$ cat config.mk
export PLATFORM = sky130hd
export DESIGN_NAME = button_pio_db
export DESIGN_NICKNAME = d
export VERILOG_FILES = /design/src/rtl/button_pio_pkg.sv /design/src/rtl/button_debounce_chan.sv /design/src/rtl/button_pio_db.sv
export SDC_FILE = /design/constraint.sdc
export NUM_CORES = 1
export LEC_CHECK = 0
export CELL_PAD_IN_SITES_DETAIL_PLACEMENT = 0
export CELL_PAD_IN_SITES_GLOBAL_PLACEMENT = 1
export CORE_UTILIZATION = 47
export DETAILED_ROUTE_END_ITERATION = 6
export PLACE_DENSITY_LB_ADDON = 0.25
export SYNTH_ARGS = -nofsm -noshare
export SYNTH_HDL_FRONTEND = slang
export SYNTH_SLANG_ARGS = --single-unit
$ cat constraint.sdc
create_clock -name clk -period 5.95 [get_ports clk]
set_clock_uncertainty 0.1 [all_clocks]
set_input_delay 1.19 -clock clk [delete_from_list [all_inputs] [get_ports clk]]
set_output_delay 1.19 -clock clk [all_outputs]
set_load 0.02 [all_outputs]
$ cat src/rtl/button_pio_pkg.sv
// rtl/button_pio_pkg.sv - shared constants and types for the debounced button PIO
// Contents: register word addresses, EDGE_CFG fall-enable field offset,
//           channel-count ceiling and the per-channel debounce state type.
package button_pio_pkg;

  localparam logic [1:0] ADDR_DATA     = 2'd0;
  localparam logic [1:0] ADDR_EDGE_CFG = 2'd1;
  localparam logic [1:0] ADDR_IRQ_MASK = 2'd2;
  localparam logic [1:0] ADDR_EDGE_CAP = 2'd3;

  localparam int FALL_EN_LSB = 16;
  localparam int MAX_WIDTH   = 16;

  typedef enum logic {
    DB_STABLE  = 1'b0,
    DB_PENDING = 1'b1
  } db_fsm_e;

endpackage

$ cat src/rtl/button_debounce_chan.sv
// rtl/button_debounce_chan.sv - one input channel: 2-flop synchroniser, debounce FSM, edge pulses
// Ports:
//   clk      in   system clock
//   reset_n  in   asynchronous active-low reset
//   din      in   raw asynchronous pin
//   level    out  debounced level
//   rise     out  1-cycle pulse, valid in the cycle level goes 0->1
//   fall     out  1-cycle pulse, valid in the cycle level goes 1->0
module button_debounce_chan
  import button_pio_pkg::*;
#(
  parameter int DEBOUNCE_CYCLES = 500000,
  parameter bit IDLE_LEVEL      = 1'b1
) (
  input  logic clk,
  input  logic reset_n,
  input  logic din,
  output logic level,
  output logic rise,
  output logic fall
);

  localparam int              CW       = $clog2(DEBOUNCE_CYCLES + 1);
  localparam logic [CW-1:0]   CNT_LAST = CW'(DEBOUNCE_CYCLES - 1);

  logic          sync1;
  logic          sync2;
  logic [CW-1:0] cnt;
  db_fsm_e       state;

  // The counter holds the number of mismatching cycles already seen, so the
  // DEBOUNCE_CYCLES-th consecutive mismatch is the one that commits the level.
  // With DEBOUNCE_CYCLES=1 that happens straight from STABLE.
  always_ff @(posedge clk or negedge reset_n) begin
    if (!reset_n) begin
      sync1 <= IDLE_LEVEL;
      sync2 <= IDLE_LEVEL;
      level <= IDLE_LEVEL;
      cnt   <= '0;
      state <= DB_STABLE;
      rise  <= 1'b0;
      fall  <= 1'b0;
    end else begin
      sync1 <= din;
      sync2 <= sync1;
      rise  <= 1'b0;
      fall  <= 1'b0;
      case (state)
        DB_STABLE: begin
          if (sync2 != level) begin
            if (cnt == CNT_LAST) begin
              level <= sync2;
              rise  <= sync2;
              fall  <= ~sync2;
              cnt   <= '0;
            end else begin
              cnt   <= cnt + CW'(1);
              state <= DB_PENDING;
            end
          end
        end
        DB_PENDING: begin
          if (sync2 == level) begin
            cnt   <= '0;
            state <= DB_STABLE;
          end else if (cnt == CNT_LAST) begin
            level <= sync2;
            rise  <= sync2;
            fall  <= ~sync2;
            cnt   <= '0;
            state <= DB_STABLE;
          end else begin
            cnt <= cnt + CW'(1);
          end
        end
      endcase
    end
  end

endmodule

$ cat src/rtl/button_pio_db.sv
// rtl/button_pio_db.sv - Avalon-MM input PIO with debounce, edge capture and level IRQ
// Ports:
//   clk         in   system clock
//   reset_n     in   asynchronous active-low reset
//   address     in   register word address (DATA, EDGE_CFG, IRQ_MASK, EDGE_CAP)
//   chipselect  in   slave select
//   write_n     in   active-low write strobe
//   writedata   in   write data
//   readdata    out  registered read data, 1-cycle latency, follows address
//   in_port     in   raw button/switch pins
//   irq         out  registered level interrupt, |(EDGE_CAP & IRQ_MASK)
module button_pio_db
  import button_pio_pkg::*;
#(
  parameter int WIDTH           = 4,
  parameter int DEBOUNCE_CYCLES = 500000,
  parameter bit IDLE_LEVEL      = 1'b1
) (
  input  logic             clk,
  input  logic             reset_n,
  input  logic [1:0]       address,
  input  logic             chipselect,
  input  logic             write_n,
  input  logic [31:0]      writedata,
  output logic [31:0]      readdata,
  input  logic [WIDTH-1:0] in_port,
  output logic             irq
);

  logic [WIDTH-1:0] db_level;
  logic [WIDTH-1:0] rise;
  logic [WIDTH-1:0] fall;
  logic [WIDTH-1:0] rise_en;
  logic [WIDTH-1:0] fall_en;
  logic [WIDTH-1:0] irq_mask;
  logic [WIDTH-1:0] edge_cap;
  logic [WIDTH-1:0] cap_set;
  logic [WIDTH-1:0] cap_clr;
  logic             wr_en;
  logic [31:0]      rd_next;
  logic             unused_writedata;

  assign unused_writedata = ^writedata;

  for (genvar i = 0; i < WIDTH; i++) begin : g_chan
    button_debounce_chan #(
      .DEBOUNCE_CYCLES(DEBOUNCE_CYCLES),
      .IDLE_LEVEL     (IDLE_LEVEL)
    ) u_chan (
      .clk    (clk),
      .reset_n(reset_n),
      .din    (in_port[i]),
      .level  (db_level[i]),
      .rise   (rise[i]),
      .fall   (fall[i])
    );
  end

  assign wr_en = chipselect & ~write_n;

  always_comb begin
    cap_set = (rise & rise_en) | (fall & fall_en);
    cap_clr = '0;
    if (wr_en && address == ADDR_EDGE_CAP) begin
      cap_clr = writedata[WIDTH-1:0];
    end
  end

  always_comb begin
    rd_next = '0;
    case (address)
      ADDR_DATA:     rd_next[WIDTH-1:0] = db_level;
      ADDR_EDGE_CFG: begin
        rd_next[WIDTH-1:0]             = rise_en;
        rd_next[FALL_EN_LSB +: WIDTH]  = fall_en;
      end
      ADDR_IRQ_MASK: rd_next[WIDTH-1:0] = irq_mask;
      ADDR_EDGE_CAP: rd_next[WIDTH-1:0] = edge_cap;
    endcase
  end

  always_ff @(posedge clk or negedge reset_n) begin
    if (!reset_n) begin
      rise_en  <= '0;
      fall_en  <= '0;
      irq_mask <= '0;
      edge_cap <= '0;
      irq      <= 1'b0;
      readdata <= '0;
    end else begin
      if (wr_en) begin
        case (address)
          ADDR_EDGE_CFG: begin
            rise_en <= writedata[WIDTH-1:0];
            fall_en <= writedata[FALL_EN_LSB +: WIDTH];
          end
          ADDR_IRQ_MASK: irq_mask <= writedata[WIDTH-1:0];
          default: ;
        endcase
      end
      // A new edge overrides a same-cycle W1C on that bit so no event is lost.
      edge_cap <= (edge_cap & ~cap_clr) | cap_set;
      irq      <= |(edge_cap & irq_mask);
      readdata <= rd_next;
    end
  end

endmodule

==> metrics.yaml <==
run_status:
  status: "complete, no violations"
yosys:
  ys_types: 61
  ys_seq_area_share_pct: 50.1
  synth-edff-count: 0
  synth-main-ff-cell: "dfrtp_1"
  syn_area_per_cell_um2: 9.86
  netlist_instances: 636
  synth_warnings: 0
  ys_async_sr_fraction_pct: 100
  synth_area_um2: 6270
  ys_ff_latch: 125
placement:
  dpl_cell_area_um2: 6580
  place.gp.congestion: 0.810
  port_buffers: 26
  post-place-ws_ns: 2.75
  dp_hpwl_um: 9100
sta:
  setup-tns-final_ns: 0
  maxSlewHeadroom_pct: 36.5
  hold_viol_final: 0
  rsz0062_at_grt: "false"
  fin_crit_ns: 2.77
  setup_slack_ns: 3.18
  setup-violations-final: 0
  maxSlewViolCount: 0
  max_freq_ghz: 0.361
  fin_hold_ws_ns: 0.255
  min_period_over_period_pct: 46.6
  worst_pin_slew_ns: 0.949
grt:
  grt_start_max_net_pins: 50
  antenna_found_initial: 0
  grt_overflow: 0
  grt_pass1_wl_um: 22400
  grt_usage_pct: 20.4
  first_global_vias: 4516
clocking:
  postCtsSetupBuffers: 0
  cts_resized: 0
  cts_tree: "yes"
  clkTransAtPathRegs_ns: 0.05
  cts-root-buf: "clkbuf_16"
  cts_htree_levels: 4
  insertion_delay_ns: 0.41
  hold_buffers: 0
  cts.sinks: 125
  cts-buffers-inserted: 17
  cts_buffer_depth: 2
worst_setup_path:
  critPathCaptureType: "flip-flop"
  critPathKind: "in -> reg"
  cp-start-kind: "input pin"
  cp_max_fo: 8
  crit_required_ns: 6.14
  crit_arrival_ns: 2.96
finish:
  insertedDiodeCount: 0
  stdcell_area_um2: 7200
  layout.nets: 711
  area_growth_pct: 14.9
  multiInputGateArea_um2: 2830
  final_cell_mix: "113 x dfrtp_1, 52 x nand2_1, 46 x nand3_1"
  nFillCells: 1152
  seq_area_um2: 3140
  final_common_cell: "dfrtp_1"
  drive_gt1_share_pct: 10.8
floorplan:
  start_util_pct: 48.9
  core_um2: 12800
  die_x_um: 117
  die_y_um: 117
  io_pins: 75
  die-area_um2: 13800
  row_count: 41
detailed_routing:
  post_drt_wl_per_cell_um: 15.7
  via_count: 4846
  dr.first_iter.drc_count: 335
  vias_per_cell: 5.70
  wl_um: 13400
  dr.pass1.iters: 5
  antenna_left: 0
  drc: 0
worst_hold_path:
  hold_class: "reg -> reg"
job:
  maxCapViolations: 0
power_and_ir_drop:
  p_leak_nw: 3.12
  vdd_ir_drop_max_uv: 218
  p_per_area_nw_per_um2: 303
  power_w: 0.00218
[routing by layer]
| metal | up-vias | routed length [µm] | track usage, % |
|---|---|---|---|
| met5 | - | 0 | 0 |
| met2 | 123 | 6230 | 31.1 |
| met4 | 0 | 85 | 6.41 |
| li1 | 2323 | - | - |
| met1 | 2395 | 6370 | 28.3 |
| met3 | 5 | 678 | 5.43 |
[through the flow]
step	std cells	util, %
final	850	56.2
after detailed placement	818	51.3
after global routing	850	56.2
after floorplan	659	-
after global placement	818	51.3
after CTS	850	56.2
[logic make-up (layout without fill, tap and decap cells)]
kind of cell / Yosys count / after routing / synth area share [%]
xor+xnor: 23 / 23 / 3.21
buf+inv: 70 / 89 / 6.03
mux: 24 / 24 / 4.95
compound gates: 120 / 120 / 11.8
flops: 125 / 125 / 50.1
fa+ha+maj: 4 / 4 / 0.798
other cells: 1 / 24 / 0.0598
simple gates: 269 / 269 / 23.0
[layout make-up]
| class | count | area share (%) |
|---|---|---|
| Sequential cell | 125 | 43.6 |
| Timing Repair Buffer | 29 | 3.89 |
| Inverter | 28 | 1.46 |
| Tap cell | 172 | 2.99 |
| Clock buffer | 26 | 7.21 |
| Multi-Input combinational cell | 464 | 39.4 |
| Clock inverter | 6 | 1.46 |
[path summary, 6_finish.rpt]
path                                          from                       end  slack, ns  depth (start not counted)
max in group asynchronous                  reset_n    g_chan[1].u_chan.state       4.00                          2
max                                     address[0]                fall_en[0]       3.18                          4
min reg2reg                 g_chan[3].u_chan.sync1    g_chan[3].u_chan.sync2       0.25                          0
min                         g_chan[3].u_chan.sync1    g_chan[3].u_chan.sync2       0.25                          0
max reg2reg                g_chan[1].u_chan.cnt[0]  g_chan[1].u_chan.cnt[12]       3.53                          7
min in group asynchronous                  reset_n  g_chan[3].u_chan.cnt[11]       0.70                          1
[critical path: stages]
cell and delay [ns]:
clkdlybuf4s50_1 0.66, nor2b_1 0.31, and2_1 0.41, mux2_2 0.39
[Yosys cell counts (4+ instances only)]
cell type / instances / area share [%]
a22o_1: 5 / 0.70
nand4_1: 25 / 2.5
or3_1: 18 / 1.8
nand3_1: 46 / 3.7
mux4_2: 4 / 1.4
nand2_1: 52 / 3.1
dfstp_2: 12 / 5.0
mux2i_1: 4 / 0.64
buf_4: 24 / 2.9
a31oi_1: 5 / 0.50
dfrtp_1: 113 / 45
a21o_1: 12 / 1.4
xor2_1: 15 / 2.1
nor3_1: 9 / 0.72
xnor2_1: 8 / 1.1
a21oi_1: 32 / 2.6
nor4b_1: 5 / 0.70
inv_1: 24 / 1.4
nor4_1: 15 / 1.5
clkbuf_1: 13 / 0.78
and2_1: 9 / 0.90
ha_1: 4 / 0.80
inv_2: 4 / 0.24
nand2b_1: 5 / 0.50
nor3b_1: 10 / 1.2
and3_1: 13 / 1.3
a222oi_1: 4 / 0.64
nor2_1: 45 / 2.7
mux2_2: 13 / 2.3
o21ai_1: 13 / 1.0
o21ai_0: 30 / 2.4
[power by group]
group	internal (W)	total, W	switching (W)
logic	0.0000693	0.000166	0.0000969
clock network	0.000724	0.00107	0.000351
registers	0.000900	0.000943	0.0000431
[state kept, by name, summed over array words and instances, names as in the netlist]
register	cells
g_chan.u_chan.cnt	76
readdata	8
edge_cap	4
fall_en	4
g_chan.u_chan.fall	4
g_chan.u_chan.level	4
g_chan.u_chan.rise	4
g_chan.u_chan.state	4
g_chan.u_chan.sync1	4
g_chan.u_chan.sync2	4
irq_mask	4
rise_en	4
irq	1
No activity file was read; power rests on OpenSTA's default activity.
